--- config.mk ---
export PLATFORM = sky130hd
export DESIGN_NAME = mux_n_to_1_stream
export DESIGN_NICKNAME = d
export VERILOG_FILES = /design/src/rtl/mux_pkg.sv /design/src/rtl/mux_rr_arbiter.sv /design/src/rtl/mux_n_to_1_stream.sv
export SDC_FILE = /design/constraint.sdc
export NUM_CORES = 1
export LEC_CHECK = 0
export ABC_AREA = 1
export CAP_MARGIN = 20
export CORE_ASPECT_RATIO = 0.8
export CORE_MARGIN = 4
export CORE_UTILIZATION = 37
export DETAILED_ROUTE_END_ITERATION = 10
export MAX_ROUTING_LAYER = met4
export PLACE_DENSITY = 0.77
export SLEW_MARGIN = 10
export SYNTH_ARGS = -nofsm -noshare
export SYNTH_HDL_FRONTEND = slang
export SYNTH_SLANG_ARGS = --single-unit
--- constraint.sdc ---
create_clock -name CLK -period 2 [get_ports CLK]
set_clock_uncertainty 0.1 [all_clocks]
set_input_delay 0.2 -clock CLK [delete_from_list [all_inputs] [get_ports CLK]]
set_output_delay 0.2 -clock CLK [all_outputs]
set_load 0.005 [all_outputs]
--- src/rtl/mux_pkg.sv ---
// Shared definitions for the N-to-1 stream multiplexer: mode encodings,
// packet-lock arbiter state encoding and the channel-count ceiling.
// The packet-lock feature is enabled by defining MUX_PKT_LOCK_EN.
package mux_pkg;

    localparam logic MODE_FIXED = 1'b0;
    localparam logic MODE_RR    = 1'b1;

    localparam int MAX_N = 16;

    typedef enum logic {
        ARB_S    = 1'b0,
        LOCKED_S = 1'b1
    } arb_state_e;

    // True when idx names an existing channel of an n-channel mux.
    function automatic logic ch_in_range(input int idx, input int n);
        return (idx >= 0) && (idx < n);
    endfunction

endpackage

--- src/rtl/mux_rr_arbiter.sv ---
// Round-robin grant finder: picks the first requesting channel at or after
// ptr, wrapping modulo N. Purely combinational; ptr must be < N.
module mux_rr_arbiter
    import mux_pkg::*;
#(
    parameter  int N    = 4,
    localparam int SELW = $clog2(N)
) (
    input  logic [N-1:0]    req,
    input  logic [SELW-1:0] ptr,
    output logic [SELW-1:0] grant_idx,
    output logic            grant_vld
);

    logic [SELW:0] cand;

    // Scan from the furthest offset back toward ptr so the nearest requester wins.
    always_comb begin
        grant_idx = '0;
        grant_vld = 1'b0;
        cand      = '0;
        for (int off = N - 1; off >= 0; off--) begin
            cand = {1'b0, ptr} + (SELW + 1)'(off);
            if (cand >= (SELW + 1)'(N)) begin
                cand = cand - (SELW + 1)'(N);
            end
            if (req[cand[SELW-1:0]]) begin
                grant_idx = cand[SELW-1:0];
                grant_vld = 1'b1;
            end
        end
    end

endmodule

--- src/rtl/mux_n_to_1_stream.sv ---
// N-to-1 valid/ready stream multiplexer with a single registered output
// stage. Channel chosen by SEL (MODE=0) or round-robin (MODE=1).
// Optional packet lock (keeps a round-robin grant until I_LAST) is enabled
// by defining MUX_PKT_LOCK_EN. RST_N asserts asynchronously; its release is
// expected to be synchronised to CLK upstream.
module mux_n_to_1_stream
    import mux_pkg::*;
#(
    parameter  int N    = 4,
    parameter  int W    = 8,
    localparam int SELW = $clog2(N)
) (
    input  logic            CLK,
    input  logic            RST_N,
    input  logic [N*W-1:0]  I_DATA,
    input  logic [N-1:0]    I_VALID,
    output logic [N-1:0]    I_READY,
`ifdef MUX_PKT_LOCK_EN
    input  logic [N-1:0]    I_LAST,
    output logic            OUT_LAST,
`endif
    input  logic [SELW-1:0] SEL,
    input  logic            MODE,
    output logic [W-1:0]    OUT_DATA,
    output logic            OUT_VALID,
    input  logic            OUT_READY,
    output logic [SELW-1:0] OUT_CH
);

    logic [W-1:0]    ch_data [N];
    logic            load_en;
    logic [SELW-1:0] arb_idx;
    logic            arb_vld;
    logic [SELW-1:0] grant_idx;
    logic            grant_vld;
    logic            rr_active;
    logic            xfer;

    logic [SELW-1:0] ptr_q, ptr_d;
    logic [W-1:0]    out_data_q, out_data_d;
    logic            out_valid_q, out_valid_d;
    logic [SELW-1:0] out_ch_q, out_ch_d;

`ifdef MUX_PKT_LOCK_EN
    arb_state_e      state_q, state_d;
    logic [SELW-1:0] lock_ch_q, lock_ch_d;
    logic            out_last_q, out_last_d;
`endif

    function automatic logic [SELW-1:0] next_ch(input logic [SELW-1:0] ch);
        return (ch == SELW'(N - 1)) ? '0 : ch + 1'b1;
    endfunction

    for (genvar k = 0; k < N; k++) begin : g_unpack
        assign ch_data[k] = I_DATA[k*W +: W];
    end

    mux_rr_arbiter #(.N(N)) u_arb (
        .req       (I_VALID),
        .ptr       (ptr_q),
        .grant_idx (arb_idx),
        .grant_vld (arb_vld)
    );

    // The register accepts a beat when empty or being drained; never while in reset.
    assign load_en = RST_N && (!out_valid_q || OUT_READY);

    // Grant: fixed select, round-robin, or the locked packet channel.
    always_comb begin
        grant_idx = SEL;
        grant_vld = ch_in_range(int'(SEL), N);
        rr_active = (MODE == MODE_RR);
        if (MODE == MODE_RR) begin
            grant_idx = arb_idx;
            grant_vld = arb_vld;
        end
`ifdef MUX_PKT_LOCK_EN
        if (state_q == LOCKED_S) begin
            grant_idx = lock_ch_q;
            grant_vld = 1'b1;
            rr_active = 1'b1;
        end
`endif
    end

    // Only the granted channel sees ready, and only when the register can load.
    always_comb begin
        I_READY = '0;
        if (grant_vld && load_en) begin
            I_READY[grant_idx] = 1'b1;
        end
    end

    assign xfer = grant_vld && load_en && I_VALID[grant_idx];

    // Output register and round-robin pointer next state.
    always_comb begin
        out_valid_d = out_valid_q;
        out_data_d  = out_data_q;
        out_ch_d    = out_ch_q;
        ptr_d       = ptr_q;
        if (load_en) begin
            out_valid_d = xfer;
        end
        if (xfer) begin
            out_data_d = ch_data[grant_idx];
            out_ch_d   = grant_idx;
            if (rr_active) begin
                ptr_d = next_ch(grant_idx);
            end
        end
    end

    // Registered output stage and arbitration pointer.
    always_ff @(posedge CLK or negedge RST_N) begin
        if (!RST_N) begin
            out_valid_q <= 1'b0;
            out_data_q  <= '0;
            out_ch_q    <= '0;
            ptr_q       <= '0;
        end else begin
            out_valid_q <= out_valid_d;
            out_data_q  <= out_data_d;
            out_ch_q    <= out_ch_d;
            ptr_q       <= ptr_d;
        end
    end

`ifdef MUX_PKT_LOCK_EN
    // Packet lock: a round-robin beat without LAST pins the grant until LAST.
    always_comb begin
        state_d    = state_q;
        lock_ch_d  = lock_ch_q;
        out_last_d = out_last_q;
        if (load_en) begin
            out_last_d = xfer && I_LAST[grant_idx];
        end
        if (xfer) begin
            case (state_q)
                ARB_S: begin
                    if ((MODE == MODE_RR) && !I_LAST[grant_idx]) begin
                        state_d   = LOCKED_S;
                        lock_ch_d = grant_idx;
                    end
                end
                LOCKED_S: begin
                    if (I_LAST[grant_idx]) begin
                        state_d = ARB_S;
                    end
                end
                default: state_d = ARB_S;
            endcase
        end
    end

    // Lock FSM state, locked channel and registered LAST flag.
    always_ff @(posedge CLK or negedge RST_N) begin
        if (!RST_N) begin
            state_q    <= ARB_S;
            lock_ch_q  <= '0;
            out_last_q <= 1'b0;
        end else begin
            state_q    <= state_d;
            lock_ch_q  <= lock_ch_d;
            out_last_q <= out_last_d;
        end
    end

    assign OUT_LAST = out_last_q;
`endif

    assign OUT_DATA  = out_data_q;
    assign OUT_VALID = out_valid_q;
    assign OUT_CH    = out_ch_q;

endmodule

### Word-level counts from Yosys, hierarchy flattened

Index checks and enable logic that the tools add are counted.
W data, S select, Z words.

| word-level totals | value |
|---|---|
| logic and storage cells | 63 |
| output and inout bits | 15 |
| register bits after elaboration | 13 |
| input port bits | 42 |

| operators by class | value |
|---|---|
| order comparisons | 11 |
| mux-type cells | 31 |
| bitwise gates (word level) | 1 |
| reduce and logical (&&, ||, !) cells | 7 |
| eq/ne operators | 1 |
| $add $sub $neg | 8 |

Operators with widths:

| operator | number |
|---|---|
| $mux W2 | 10 |
| $bmux W8 S2 | 1 |
| $mux W8 | 2 |
| $lt A2 B3 Y1 const B | 5 |
| $ge A3 B3 Y1 const B | 4 |
| $mux W1 | 11 |
| $bmux W1 S2 | 5 |
| $sub A2 B1 Y2 const B | 4 |
| $add A2 B2 Y3 const B | 2 |
| $logic_and A1 B1 Y1 | 4 |
| $mux W4 | 1 |
| $add A2 B1 Y3 const B | 1 |
| $ge A2 B3 Y1 const B | 1 |
| $not A2 Y3 | 1 |
| $add A2 B1 Y2 const B | 1 |
| $demux W1 S2 | 1 |
| $eq A2 B2 Y1 const B | 1 |
| $ge A2 B1 Y1 const B | 1 |
| $reduce_and A2 Y1 | 1 |
| $logic_not A1 Y1 | 1 |
| $logic_or A1 B1 Y1 | 1 |

### Logic depth before layout (Yosys ltp)

Gate-level depths: netlist of the first run.

| logic depth | value |
|---|---|
| word-level depth | 15 |
| gate-level depth with buffers | 17 |
| mapped depth without buffers | 16 |

### Hierarchy

From an unflattened synthesis of the first run, not the netlist that was laid out.

| second synthesis, totals | value |
|---|---|
| cells, all modules | 226 |
| area, all modules | 1,332.5 sq um |

By module, submodules not included:

| module | instances | cells an instance | seq. area each (sq um) | area each (sq um) |
|---|---|---|---|---|
| mux_n_to_1_stream | 1 | 182 | 325.3 | 1,117.3 |
| mux_rr_arbiter | 1 | 44 | 0.0 | 215.2 |

### Least setup slack after synthesis of the first run

No wires, ideal clock.

| path | value |
|---|---|
| kind | register to register |
| from | register ptr_q[0] |
| to | register ptr_q[1] |
| data required time | 1.783 ns |
| path slack | -0.014 ns |
| cell stages (with the launch flop) | 14 |
| setup time | 0.117 ns |
| clock period less this slack | 2.014 ns |
| arrival | 1.796 ns |
| buffers on the path | 2 |
| path through | dfrtp_1 -> buf_6 -> xnor2_1 -> nand2_1 -> nand3_1 -> nand2_1 -> nand2_1 -> nand3_2 -> nand2_2 -> inv_2 -> buf_4 -> ha_1 -> nand4_1 -> nand2_1 |

| on the way | value |
|---|---|
| cells in the longest elaborated chain, start to end | 14 |
| elaborated cells on any way between the ends | 41 |
| classes of those cells | 8 x add/sub; 4 x order compare; 1 x eq/ne; 25 x mux; 3 x reduce/logical |

RTL lines:

| item | RTL line | source |
|---|---|---|
| from (decl) | mux_n_to_1_stream.sv:39 | `logic [SELW-1:0] ptr_q, ptr_d;` |
| from (signal assigned) | mux_n_to_1_stream.sv:125 | `ptr_q <= ptr_d;` |
| $add A2 B2 Y3 | mux_rr_arbiter.sv:23 | `cand = {1'b0, ptr} + (SELW + 1)'(off);` |
| $ge A3 B3 Y1 / $sub A2 B1 Y2 (equally long branches) | mux_rr_arbiter.sv:24, mux_rr_arbiter.sv:25 |  |
| $mux W2 | mux_rr_arbiter.sv:24 | `if (cand >= (SELW + 1)'(N)) begin` |
| $bmux W1 S2 | mux_rr_arbiter.sv:27 | `if (req[cand[SELW-1:0]]) begin` |
| $mux W1 (not written as such) | mux_rr_arbiter.sv:27 |  |
| $mux W2 (3 in a row) | mux_rr_arbiter.sv:27 |  |
| $mux W2 * | mux_rr_arbiter.sv:27 |  |
| $mux W2 * | mux_n_to_1_stream.sv:73 | `if (MODE == MODE_RR) begin` |
| via grant_idx[0] | mux_n_to_1_stream.sv:34 | `logic [SELW-1:0] grant_idx;` |
| $bmux W1 S2 | mux_n_to_1_stream.sv:94 | `assign xfer = grant_vld && load_en && I_VALID[grant_idx];` |
| $mux W1 (not written as such) | mux_n_to_1_stream.sv:94 |  |
| $logic_and A1 B1 Y1 | mux_n_to_1_stream.sv:94 |  |
| $reduce_and A2 Y1 (no line) | - |  |

Mark *: on every way through the listed nets, which the timed path passes. The rest lies on a longest branch. The select of a mux whose other input is x is not followed.
A chain may end at the register's enable or synchronous reset.

### Worst setup path after layout of the first run

| path | value |
|---|---|
| from | register ptr_q[1] |
| to | output I_READY[1] |

| on the way | value |
|---|---|
| cells in the longest elaborated chain, start to end | 15 |
| elaborated cells on any way between the ends | 40 |
| classes of those cells | 7 x add/sub; 6 x order compare; 25 x mux; 2 x reduce/logical |

RTL lines:

| item | RTL line | source |
|---|---|---|
| $add A2 B2 Y3 | mux_rr_arbiter.sv:23 |  |
| $ge A3 B3 Y1 / $sub A2 B1 Y2 (equally long branches) | mux_rr_arbiter.sv:24, mux_rr_arbiter.sv:25 |  |
| $mux W2 | mux_rr_arbiter.sv:24 |  |
| $bmux W1 S2 | mux_rr_arbiter.sv:27 |  |
| $mux W1 (not written as such) | mux_rr_arbiter.sv:27 |  |
| $mux W2 (4 in a row) | mux_rr_arbiter.sv:27 |  |
| $mux W2 | mux_n_to_1_stream.sv:73 |  |
| $lt A2 B3 Y1 (not written as such) / $ge A2 B1 Y1 (equally long branches) | mux_n_to_1_stream.sv:90 | `I_READY[grant_idx] = 1'b1;` |
| $logic_and A1 B1 Y1 (not written as such) | mux_n_to_1_stream.sv:90 |  |
| $mux W1 (not written as such) | mux_n_to_1_stream.sv:90 |  |
| $demux W1 S2 | mux_n_to_1_stream.sv:90 |  |
| $mux W4 * | mux_n_to_1_stream.sv:89 | `if (grant_vld && load_en) begin` |
| to (decl) | mux_n_to_1_stream.sv:17 | `output logic [N-1:0] I_READY,` |

Every way passes the cells marked *; elsewhere a longest branch is shown, timed or not. The select of a mux whose other input is x is not followed.

==> results.md, run 1 <==
* Largest net degree at the start of global routing at 17
* Reg2reg setup slack at -0.33 ns
* CP Max Fanout at 5
* Syn_nets at 239
* Synth cell types at 21
* Num Clock Sinks at 13
* Synthesized cell area at 1180 um2
* Hold/Removal Path Class: in2async
* DP Wirelength at 2860 um
* Avg Cell Area, Syn at 6.05 um2
* Drt pass-1 iters at 4
* Maximum vdd drop at 0.926 mV
* Chip height at 58.5 um
* Die ar. at 4160 um2
* Worst setup SP type: register
* Status: finished with violations
* Post-Route WL at 4370 um
* WHS at 0.287 ns
* Worst reg2reg path startpoint: ptr_q[0]
* Fin. max-slew vios at 0
* Max Buffers Root-to-Sink at 2
* Number of global-route vias before repair at 1588
* Antenna violations before repair at 0
* WP data arrival at 2.04 ns
* Violated checks: setup timing
* Vias/cell at 4.89
* Sequential area share after synthesis at 0.276
* Antenna Cells at 0
* CTS Root Cell: clkbuf_8
* Area leader, netlist: dfrtp_1
* Layout cell share with drive strength beyond 1 at 0.356
* Post-layout min period at 2.34 ns
* Share of the synthesized area in the top cell type at 0.276
* Yosys reg bits at 13
* Syn Inst Count at 195
* Reg clk slew, reported paths at 0.05 ns
* Clock latency on the worst-skew pair at 0.24 ns
* Layout area overhead at 104%
* Hold Violations, Final at 0
* First-pass GRT wire length at 6760 um
* # Max-Cap Violations at 0
* Remaining Overflow, GRT at 0
* Worst-margin pin slew at 0.285 ns
* RSZ-0062 raised after global routing: true
* Top post-synthesis cells by area: dfrtp_1 (28%), nand2_1 (21%), nand3_1 (21%)
* H-tree levels at 1
* Residual DRC count at 0
* Leakage power total at 1.20 nW
* FP Rows at 18
* Gpl congestion at 0.820
* Die X at 71.1 um
* Crit Path Category: reg2out
* I/O pin count at 57
* Gr usage total at 0.210
* CTS tree: built
* PortBufs at 56
* Core area at 3060 um2
* Final worst setup slack at -0.345 ns
* Iter 0 DRT Violations at 60
* Starting Density at 0.385
* Setup violations, final at 17
* WL per Instance at 13.3 um
* Fmax at 0.427 GHz
* Pwr Density at 1260 nW/um2
* Vias at 1608
* TritonCTS buffer count at 3
* Crit share post-route at 1.17
* Total Nets Final at 334
* Critical path endpoint category: output pin
* Post-route ant nets at 0
* Pre-CTS WS at -0.595 ns
* Slew margin rel. at 0.810
* Yosys warnings at 0
* Critical Path RT at 1.70 ns
* Critical Path Source: ptr_q[1]
## final timing paths
| check | depth (start not counted) | endpoint |
|---|---|---|
| min | 2 | OUT_VALID |
| max | 14 | I_READY[1] |
| max reg2reg | 16 | OUT_DATA[5] |
| min reg2reg | 2 | OUT_DATA[2] |
| min in group CLK | 2 | OUT_DATA[2] |
| max in group asynchronous | 2 | ptr_q[0] |
## layout by cell type, fill, tap and decap left out, drive strengths merged
master and instances:
nand2 71, clkdlybuf4s50 50, nand3 50, buf 46, inv 30, dfrtp 13, nor2 6, o21ai 6
nand4 4, clkbuf 4, nor3 2, ha 2, dlygate4sd2 2, xnor2 1, or2 1, a21oi 1
## synth_stat cells
library cell / number
o21ai_0: 3
nor3_1: 2
xnor2_1: 1
buf_2: 4
or2_2: 1
nand2_4: 1
o21ai_2: 3
nand2_2: 3
nand2_1: 66
buf_4: 1
a21oi_1: 1
inv_1: 27
dfrtp_1: 13
inv_2: 3
clkbuf_1: 1
nor2_1: 6
nand4_1: 4
ha_1: 2
buf_6: 3
nand3_1: 49
nand3_2: 1
## final cells by class
type / instances / area, um2
flip-flops and latches: 13 / 327
inverters: 30 / 115
repair buffers: 98 / 915
fillers: 214 / 654
well taps: 40 / 50.0
multi-input cells: 144 / 957
clock buffers: 4 / 45.0
## critical path: stages (launching register included)
cell	delay, ns
dfrtp_1	0.46
inv_1	0.16
nand2_1	0.10
nand2_1	0.07
nand2_2	0.08
buf_4	0.10
nand4_1	0.06
nand2_1	0.07
nand2_1	0.06
nand2_2	0.07
nand2_4	0.08
buf_4	0.15
buf_6	0.11
nor3_2	0.10
buf_2	0.14
## metrics by stage
step	power [mW]	TNS, ns	instance area [um2]	util	cells
finish	3.04	-5.20	2410	0.786	329
global route	3.29	-7.87	2410	0.786	329
CTS	2.68	-3.52	2220	0.724	322
detailed placement	2.03	-7.67	1920	0.626	306
global placement	2.01	-7.00	1920	0.626	306
floorplan	1.37	0	1180	-	195
## cell families (layout without fill, tap and decap cells)
kind of cell / count (synthesis) / in the layout / synth area share
buffers and inverters: 39 / 132 / 0.151
XOR/XNOR: 1 / 1 / 0.00742
AND/OR/NAND/NOR: 133 / 134 / 0.506
AO/OA/AOI/OAI: 7 / 7 / 0.0392
flip-flops: 13 / 13 / 0.276
adder cells (fa/ha/maj): 2 / 2 / 0.0212
## routing by layer
layer | vias up | GRT usage | wire, um
met5 | - | - | 0
met1 | 734 | 0.235 | 1740
li1 | 811 | - | -
met4 | 0 | 0.0536 | 93
met3 | 10 | 0.0495 | 289
met2 | 53 | 0.380 | 2240
## report_power, final
| group | internal [mW] | switching, mW |
|---|---|---|
| clock network | 0.140 | 0.0852 |
| logic | 1.17 | 1.15 |
| registers | 0.387 | 0.105 |
| total | 1.70 | 1.34 |
## registers in the layout (all words and copies together), names as in the netlist
name       cells
OUT_DATA       8
OUT_CH         2
ptr_q          2
OUT_VALID      1
## what timing repair did
action                     CTS  global route
gates cloned                 0             1
buffers inserted            13             6
resized for setup           62            31
pin swaps                   23            29
setup endpoints to repair   17            17
hold buffers                 0             0
(Power assumes the default switching activity.)
==> run 2, diff against run 1 <==
--- a/config.mk
+++ b/config.mk
@@ -9,10 +9,11 @@
 export CAP_MARGIN = 20
 export CORE_ASPECT_RATIO = 0.8
 export CORE_MARGIN = 4
-export CORE_UTILIZATION = 37
+export CORE_UTILIZATION = 44
+export CTS_CLUSTER_SIZE = 30
 export DETAILED_ROUTE_END_ITERATION = 10
 export MAX_ROUTING_LAYER = met4
-export PLACE_DENSITY = 0.77
+export PLACE_DENSITY = 0.86
 export SLEW_MARGIN = 10
 export SYNTH_ARGS = -nofsm -noshare
 export SYNTH_HDL_FRONTEND = slang
==> constraint.sdc (replaced) <==
create_clock -name CLK -period 2.95 [get_ports CLK]
set_clock_uncertainty 0.1 [all_clocks]
set_input_delay 0.295 -clock CLK [delete_from_list [all_inputs] [get_ports CLK]]
set_output_delay 0.295 -clock CLK [all_outputs]
set_load 0.005 [all_outputs]
==> run 2 against run 1 <==
Against the previous run:
- the flow now finishes without violations
- cell count is 11% lower
- final area is 23% lower
- power is 53% lower
- critical path depth is 2 lower
- combinational power is 57% lower
- highest routed layer unchanged
- sequential cell count stayed put
- setup slack better by 0.47 ns
- clock power is 51% lower
- sequential share of layout area is 4.1 points higher
- sequential power is 34% lower
- die area is 14% lower
- critical path type unchanged
==> results.md, run 2 (synthesis results as in run 1) <==
* Met3 Use GR at 0.0246 (was 0.0495)
* Maximum vdd drop at 0.626 mV (was 0.926 mV)
* Slowest CP cell: clkdlybuf4s50_1 (was dfrtp_1)
* Crit share post-route at 0.959
* Gpl congestion at 0.868 (was 0.820)
* Number of global-route vias before repair at 1239 (was 1588)
* Gr usage total at 0.202 (was 0.210)
* Busiest layer in global routing: met2 (unchanged)
* Tot Pwr at 1.43 mW (was 3.04 mW)
* Multi-input gate area at 691 um2 (was 957 um2)
* Leakage power total at 0.980 nW (was 1.20 nW)
* Total Nets Final at 302 (was 334)
* Max Buffers Root-to-Sink at 2 (unchanged)
* H-tree levels at 1 (unchanged)
* Crit path to: I_READY[2] (was I_READY[1])
* Residual DRC count at 0 (unchanged)
* Critical Path RT at 2.56 ns (was 1.70 ns)
* I/O pin count at 57 (unchanged)
* Starting Density at 0.472 (was 0.385)
* Worst-margin pin slew at 0.330 ns (was 0.285 ns)
* Chip height at 54.3 um (was 58.5 um)
* # hold bufs at CTS at 0 (unchanged)
* PortBufs at 56 (unchanged)
* Fin cells at 293 (was 329)
* Crit path depth at 12 (was 14)
* Post-layout min period at 2.83 ns
* # Max-Cap Violations at 0 (unchanged)
* Pwr Density at 774 nW/um2 (was 1260 nW/um2)
* RR Endpoint: OUT_CH[0] (was OUT_DATA[5])
* WHS at 0.237 ns (was 0.287 ns)
* Layout area overhead at 56.7% (was 104%)
* Reg2reg setup slack at 0.48 ns (was -0.33 ns)
* Vias at 1449 (was 1608)
* FP Rows at 16 (was 18)
* TritonCTS buffer count at 3 (unchanged)
* Filler instances at 212 (was 214)
* Largest net degree at the start of global routing at 18 (was 17)
* CTS Root Cell: clkbuf_4 (was clkbuf_8)
* Met2 usage in global routing at 0.311 (was 0.380)
* Worst reg2reg path startpoint: ptr_q[0] (unchanged)
* Worst setup SP type: register (unchanged)
* Num Clock Sinks at 13 (unchanged)
* DP Wirelength at 2710 um (was 2860 um)
* Post-route ant nets at 0 (unchanged)
* Critical Path Max Stage Delay at 0.51 ns (was 0.46 ns)
* Antenna Cells at 0 (unchanged)
* Clock latency on the worst-skew pair at 0.28 ns (was 0.24 ns)
* Crit-path cells: buf_4 -> o21ai_2 -> nand2_1 -> nand3_1 -> nand2_1 -> nand2_1 -> nand3_2 -> nand2_4 -> ha_1 -> inv_1 -> nor2_1 -> clkdlybuf4s50_1 (was inv_1 -> nand2_1 -> nand2_1 -> nand2_2 -> buf_4 -> nand4_1 -> nand2_1 -> nand2_1 -> nand2_2 -> nand2_4 -> buf_4 -> buf_6 -> nor3_2 -> buf_2)
* Hold Violations, Final at 0 (unchanged)
* CTS tree: built (unchanged)
* Fmax at 0.354 GHz
* Reg clk slew, reported paths at 0.08 ns (was 0.05 ns)
* Worst path most repeated cell: nand2_1 (unchanged)
* Layout cell share with drive strength beyond 1 at 0.113 (was 0.356)
* Remaining Overflow, GRT at 0 (unchanged)
* Commonest non-fill, non-tap cell in the layout: nand2_1
* Slew margin rel. at 0.778 (was 0.810)
* Vias/cell at 4.95 (was 4.89)
* Drt pass-1 iters at 4 (unchanged)
* Status: finished, final reports clean (was finished with violations)
* Antenna violations before repair at 0 (unchanged)
* Iter 0 DRT Violations at 96 (was 60)
* Max reg flops at 8 (unchanged)
* First-pass GRT wire length at 5440 um (was 6760 um)
* Setup_tns at 0 ns (was -5.20 ns)
* CP Max Fanout at 7 (was 5)
* DP Cell Count at 286 (was 306)
* Critical path endpoint category: output pin (unchanged)
* Grt met1 use at 0.279 (was 0.235)
* Cells on worst reg2reg path at 16 (unchanged)
* Register area at 327 um2 (unchanged)
* Most frequent cells in the layout: nand2_1 (66), clkdlybuf4s50_1 (54), nand3_1 (48) (was nand2_1 (50), clkdlybuf4s50_1 (50), nand3_1 (35))
* Post-Route WL at 3490 um (was 4370 um)
* WL per Instance at 11.9 um (was 13.3 um)
* Core area at 2500 um2 (was 3060 um2)
* Top delay family on crit path: buffers and inverters (was simple AND/OR/NAND/NOR gates)
* Fin. max-slew vios at 0 (unchanged)
* Setup violations, final at 0 (was 17)
* Die X at 65.9 um (was 71.1 um)
* Crit Path Category: reg2out (unchanged)
* Die ar. at 3580 um2 (was 4160 um2)
* Hold/Removal Path Class: in2async (unchanged)
* Critical Path Source: ptr_q[0] (was ptr_q[1])
* WP data arrival at 2.43 ns (was 2.04 ns)
* Worst Path Buf+Inv at 3 (was 5)
-- run 2: changes by cell type in the layout (fill, tap and decap cells not counted), sizes merged --
cell | before | now
clkdlybuf4s50 | 50 | 54
nand2 | 71 | 70
buf | 46 | 11
dlygate4sd2 | 2 | 0
dlymetal6s2s | 0 | 2
-- run 2: per-stage QoR --
stage,setup WS (ns),utilization,area [um2]
floorplan,0.882,-,1180
global placement,0.174,0.712,1780
detailed placement,0.0859,0.712,1780
CTS,0.0492,0.723,1810
global route,-0.0132,0.739,1850
finish,0.121,0.739,1850
-- run 2: final cells by class --
class,instances,share of cell area
clock buffer,4,0.0142
inverter,30,0.0609
multi-input combinational,143,0.373
sequential,13,0.177
tap,36,0.0244
timing repair buffer,67,0.350
-- run 2: routing by layer --
layer,vias up,part of all wire
li1,745,-
met1,618,0.47
met2,81,0.43
met3,5,0.082
met4,0,0.011
met5,-,0
-- run 2: report_power, final --
group	internal [mW]	switching, mW	total, mW
Sequential	0.261	0.0615	0.323
Clock	0.0525	0.0577	0.110
Combinational	0.460	0.538	0.998
Total	0.774	0.657	1.43
-- run 2: how the worst min path moves through the flow --
stage / slack [ns] / depth (start not counted) / startpoint / endpoint
finish: 0.24 / 2 / RST_N / OUT_DATA[7]
global route: 0.28 / 2 / RST_N / OUT_VALID
CTS: 0.24 / 2 / RST_N / OUT_CH[0]
detailed placement: 0.37 / 2 / OUT_DATA[5] / OUT_DATA[5]
global placement: 0.36 / 2 / OUT_DATA[4] / OUT_DATA[4]
floorplan: -0.10 / 0 / RST_N / OUT_CH[0]
-- run 2: what timing repair did --
item                                   4_1_cts  5_1_grt
resized for setup                            2        5
endpoints found under the hold margin        0        0
setup endpoints to repair                    3        3
buffers inserted                             0        3
==> RTL change 1 (settings of run 1) <==
The option `MUX_PKT_LOCK_EN` is turned on by a define.
--- a/src/rtl/mux_n_to_1_stream.sv
+++ b/src/rtl/mux_n_to_1_stream.sv
@@ -3,6 +3,8 @@
 // Optional packet lock (keeps a round-robin grant until I_LAST) is enabled
 // by defining MUX_PKT_LOCK_EN. RST_N asserts asynchronously; its release is
 // expected to be synchronised to CLK upstream.
+`define MUX_PKT_LOCK_EN
+
 module mux_n_to_1_stream
     import mux_pkg::*;
 #(
Ports: changed (added I_LAST and OUT_LAST); port bits go from 57 to 62. The function was not compared with the original's and may differ.
==> RTL change 1 against run 1 <==
The run still ends with negative setup slack left; wire length increased by 16%; worst setup slack got worse by 0.11 ns; total power increased by 32%; cell area increased by 10%; synthesized area increased by 22%; first-iteration DRC count increased by 75%; sequential share of layout area increased by 2.6 points; count of clock-buffer cells in the layout unchanged; sequential cell count increased by 4; largest power group unchanged; highest routed layer unchanged.
==> RTL change 1: results (changes against run 1) <==
- Outcome: complete, but fails checks
- Failing checks: negative setup slack
- Top cells by count, synth: nand2_1 (92), inv_1 (28), o21ai_0 (23), nor2_1 (19), nand3_1 (18)
- R2R cell count: 19 (+3)
- Gr usage total: 19.0% (-2.0 points)
- Largest net degree at the start of global routing: 18 (+1)
- Initial antenna violation count: 0 (unchanged)
- DR iter-0 viols: 105 (+75%)
- Vias in the first global route: 1,642 (+3.4%)
- Final setup vio count: 21 (+4)
- Max FFs per register: 8 (unchanged)
- LEAKAGE: 0.00130 uW (+8.4%)
- DR vias: 1,822 (+13%)
- Total negative slack: -8.33 ns (-3.12 ns)
- Layout cells sized above 1: 33.5% (-2.1 points)
- Pre-CTS WS: -0.606 ns (-0.0109 ns)
- Max IR drop VDD: 0.000791 V (-15%)
- Slew @ Worst Pin: 0.411 ns (+0.126 ns)
- First-pass GRT wire length: 7510 um (+11%)
- Number of port buffers: 61 (+8.9%)
- Total Wirelength: 5080 um (+16%)
- Fin nets: 379 (+13%)
- Syn Nets: 285 (+19%)
- Worst-path clk slew: 0.07 ns (+0.02 ns)
- Worst EP arrival: 2.49 ns (+0.45 ns)
- Crit path from: ptr_q[0]
- CP endpoint kind: register
- GPL Wtd Cong: 0.950 (+16%)
- Reg2Reg Capture Point: OUT_DATA[1]
- Crit Path Max Fanout: 8 (+3)
- Hpwl dp: 3510 um (+23%)
- Synth top area cells: dfrtp_1 (30%), nand2_1 (24%), o21ai_0 (8.0%)
- Metal3 WL: 388 um (+34%)
- Final worst setup slack: -0.451 ns (-0.107 ns)
- Met1 WL: 2250 um (+29%)
- Async set-reset flop share out of synthesis: 100% (unchanged)
- Max H-tree Level: 1 (unchanged)
- Post-synthesis sequential area ratio: 29.6% (+2.0 points)
- Wire length on met2: 2350 um (+5.0%)
-- RTL change 1: cell types whose count changed in the layout (fill, tap and decap cells not counted), sizes merged, moves of 3 or more --
cell           before  now
nand3              50   19
nand2              71   98
o21ai               6   23
nor2                6   21
clkdlybuf4s50      50   57
buf                46   40
o22ai               0    5
dfrtp              13   17
nand4               4    0
a21oi               1    4
-- RTL change 1: timing repair --
| action | CTS | global route |
|---|---|---|
| pin swaps | 23 | 16 |
| cloned | 2 | 0 |
| buffers inserted | 5 | 5 |
| gates resized for setup | 59 | 31 |
| setup endpoints to repair | 21 | 21 |
-- RTL change 1: cells by family after synthesis --
logic type	share of synthesized area [%]
compound gates	11.6
fa+ha+maj	3.48
simple gates	42.0
flops	29.6
buf+inv	13.3
-- RTL change 1: worst max-delay path, cell delays in order (launching register included) --
cell and delay, ns:
dfrtp_2 0.49, inv_4 0.12, nand2_2 0.06, and2_4 0.16, nand2_2 0.07, nand2_2 0.07
inv_2 0.06, nand2_2 0.05, nand2_2 0.08, nand3_4 0.10, nand2_4 0.09, buf_6 0.12
buf_8 0.12, nand2_4 0.05, nand3_4 0.06, nand2_4 0.07, nand2_8 0.12, clkinvlp_4 0.19
nand2_2 0.12, nand2_2 0.04
-- RTL change 1: routing by layer --
| metal | track usage [%] | vias up |
|---|---|---|
| li1 | - | 917 |
| met1 | 27.3 | 820 |
| met2 | 27.2 | 75 |
| met3 | 2.95 | 10 |
| met4 | 5.78 | 0 |
| met5 | - | - |
-- RTL change 1: through the flow --
step	power (uW)	instance area, um2	std cells
after floorplan	2070	1490	235
after global routing	4310	2660	380
final	4010	2660	380
after CTS	3610	2510	375
after detailed placement	2870	2270	364
after global placement	2850	2270	364
-- RTL change 1: worst min-delay path by stage --
stage | from | to | slack, ns
2_1_floorplan | RST_N | OUT_CH[0] | -0.20
3_3_place_gp | OUT_DATA[3] | OUT_DATA[3] | 0.36
3_5_place_dp | OUT_DATA[5] | OUT_DATA[5] | 0.37
4_1_cts | RST_N | OUT_LAST | 0.22
5_1_grt | RST_N | OUT_DATA[6] | 0.23
6_report | RST_N | OUT_DATA[5] | 0.21
-- RTL change 1: final cells by class --
type | count | area [um2]
clock buffer | 4 | 45.0
fill | 248 | 935
inverter | 31 | 130
multi-input combinational | 178 | 1050
sequential | 17 | 428
tap | 52 | 65.1
timing repair buffer | 97 | 932
timing repair inverter | 1 | 7.51
-- RTL change 1: power breakdown --
part	leakage (uW)	switching (uW)	internal, uW
Combinational	0.00106	1640	1470
Sequential	0.000212	139	507
Clock	0.0000228	114	141
Total	0.00130	1890	2120
==> RTL change 2 (settings of run 1) <==
Without the edit above. `N` is set to 4 in 2 places; all go to 16.
--- a/src/rtl/mux_rr_arbiter.sv
+++ b/src/rtl/mux_rr_arbiter.sv
@@ -3,7 +3,7 @@
 module mux_rr_arbiter
     import mux_pkg::*;
 #(
-    parameter  int N    = 4,
+    parameter  int N    = 16,
     localparam int SELW = $clog2(N)
 ) (
     input  logic [N-1:0]    req,
--- a/src/rtl/mux_n_to_1_stream.sv
+++ b/src/rtl/mux_n_to_1_stream.sv
@@ -6,7 +6,7 @@
 module mux_n_to_1_stream
     import mux_pkg::*;
 #(
-    parameter  int N    = 4,
+    parameter  int N    = 16,
     parameter  int W    = 8,
     localparam int SELW = $clog2(N)
 ) (
Ports: changed (5 resized); port bits go from 57 to 181. The function was not compared with the original's and may differ.
==> RTL change 2 against run 1 <==
The run still ends with negative setup slack left; synthesized area rose to 3.7 times the old value; register-to-register slack worse by 1.7 ns; cell area rose to 3.4 times the old value; wire length rose to 5.4 times the old value; final cell count rose to 4.1 times the old value; critical path depth up 20; worst setup slack worse by 1.7 ns; via count rose to 4.5 times the old value; sequential share of layout area down 8.4 points; sequential cell count up 4.
Power is left out: the tool's default activity adds up to more than one toggle a clock period on the data nets, which glitch-free logic cannot reach.
==> RTL change 2: results (changes against run 1) <==
- First-pass GRT wire length: 31,600 um (+370%)
- R2R cell count: 34 (+18)
- Crit Path Category: register to register
- Largest net degree at the start of global routing: 45 (+28)
- Post-synthesis sequential area ratio: 9.73% (-18 points)
- Layout cells sized above 1: 29.3% (-6.3 points)
- R2r startpoint: ptr_q[1]
- Avg WL per Cell: 17.5 um (+32%)
- Gr usage total: 29.6% (+8.6 points)
- Worst EP arrival: 4.09 ns (+2.05 ns)
- Clk_lat worst skew: 0.25 ns
- Total negative slack: -63.71 ns (-58.51 ns)
- Synth top area cells: nand2_1 (47%), dfrtp_1 (9.7%), nand3_1 (9.3%)
- Final worst setup slack: -2.01 ns (-1.66 ns)
- Library cells used by synthesis: 36 (+71%)
- Clock root buffer: clkbuf_16
- Fin nets: 1,357 (+310%)
- Reg2Reg Capture Point: OUT_DATA[1]
- Final setup vio count: 33 (+16)
- Hpwl dp: 15,600 um (+450%)
- CP max stage cell: dfrtp_2
- TritonRoute pass-1 iters: 5 (+1)
- Syn Nets: 1,052 (+340%)
- Vias in the first global route: 6,206 (+290%)
- Failing checks: negative setup slack
- Top cells by count, synth: nand2_1 (548), nand3_1 (81), inv_1 (42), a21oi_1 (40), nand2_2 (24)
- GPL Wtd Cong: 0.969 (+18%)
- Worst rel slew slack: 75.6% (-5.4 points)
- DR iter-0 viols: 917 (+1400%)
- Crit Path Max Fanout: 8 (+3)
- Slowest stage delay, CP: between 0.4 and 0.5 ns
- Outcome: complete, but fails checks
- Number of port buffers: 180 (+220%)
- DR vias/cell: 5.40 (+11%)
- Max H-tree Level: 1 (unchanged)
## RTL change 2: cells by family after synthesis
kind of cell / Yosys count / synth area share, %
AO/OA/AOI/OAI: 55 / 6.81
adder cells (fa/ha/maj): 11 / 3.15
XOR/XNOR: 9 / 1.97
AND/OR/NAND/NOR: 704 / 67.1
flip-flops: 17 / 9.73
buffers and inverters: 93 / 11.2
## RTL change 2: final cells by class
class                      instances  area [um2]
multi-input combinational        781        4150
fill                             926        3250
timing repair buffer             337        3180
sequential                        17         429
inverter                          54         245
tap                              148         185
clock buffer                       3        75.1
clock inverter                     1        5.00
## RTL change 2: how the worst min path moves through the flow
stage	startpoint	to	slack [ns]	cells past startpoint
after floorplan	RST_N	OUT_CH[0]	-0.20	0
after global placement	OUT_CH[1]	OUT_CH[1]	0.37	2
after detailed placement	OUT_DATA[7]	OUT_DATA[7]	0.38	2
after CTS	RST_N	OUT_CH[3]	0.21	2
after global routing	RST_N	OUT_CH[3]	0.23	2
final	RST_N	OUT_VALID	0.21	2
## RTL change 2: critical path, delay by kind of cell, from the launching register on
kind                     cells  cell delay [ns]
flip-flops                   1             0.47
AO/OA/AOI/OAI                4             0.52
AND/OR/NAND/NOR             18             1.39
adder cells (fa/ha/maj)      1             0.35
buffers and inverters       11             1.10
## RTL change 2: metal layers
metal / global-route usage, % / wire, um
met3: 5.93 / 2440
met2: 44.1 / 10300
met1: 41.8 / 9630
met4: 5.86 / 1110
met5: - / 0
## RTL change 2: repair_timing
| action | 4_1_cts | 5_1_grt |
|---|---|---|
| setup endpoints to repair | 33 | 33 |
| hold endpoints to repair | 0 | 0 |
| pin swaps | 28 | 47 |
| cloned | 1 | 4 |
| buffers inserted | 26 | 21 |
| gates resized for setup | 131 | 117 |
## RTL change 2: through the flow
stage	utilization [%]	cell area [um2]	hold WS, ns	cells
detailed placement	61.1	7030	0.385	1287
global placement	61.1	7030	0.372	1287
floorplan	-	4550	-0.196	889
finish	71.8	8270	0.214	1341
CTS	66.0	7600	0.212	1317
global route	71.8	8270	0.225	1341
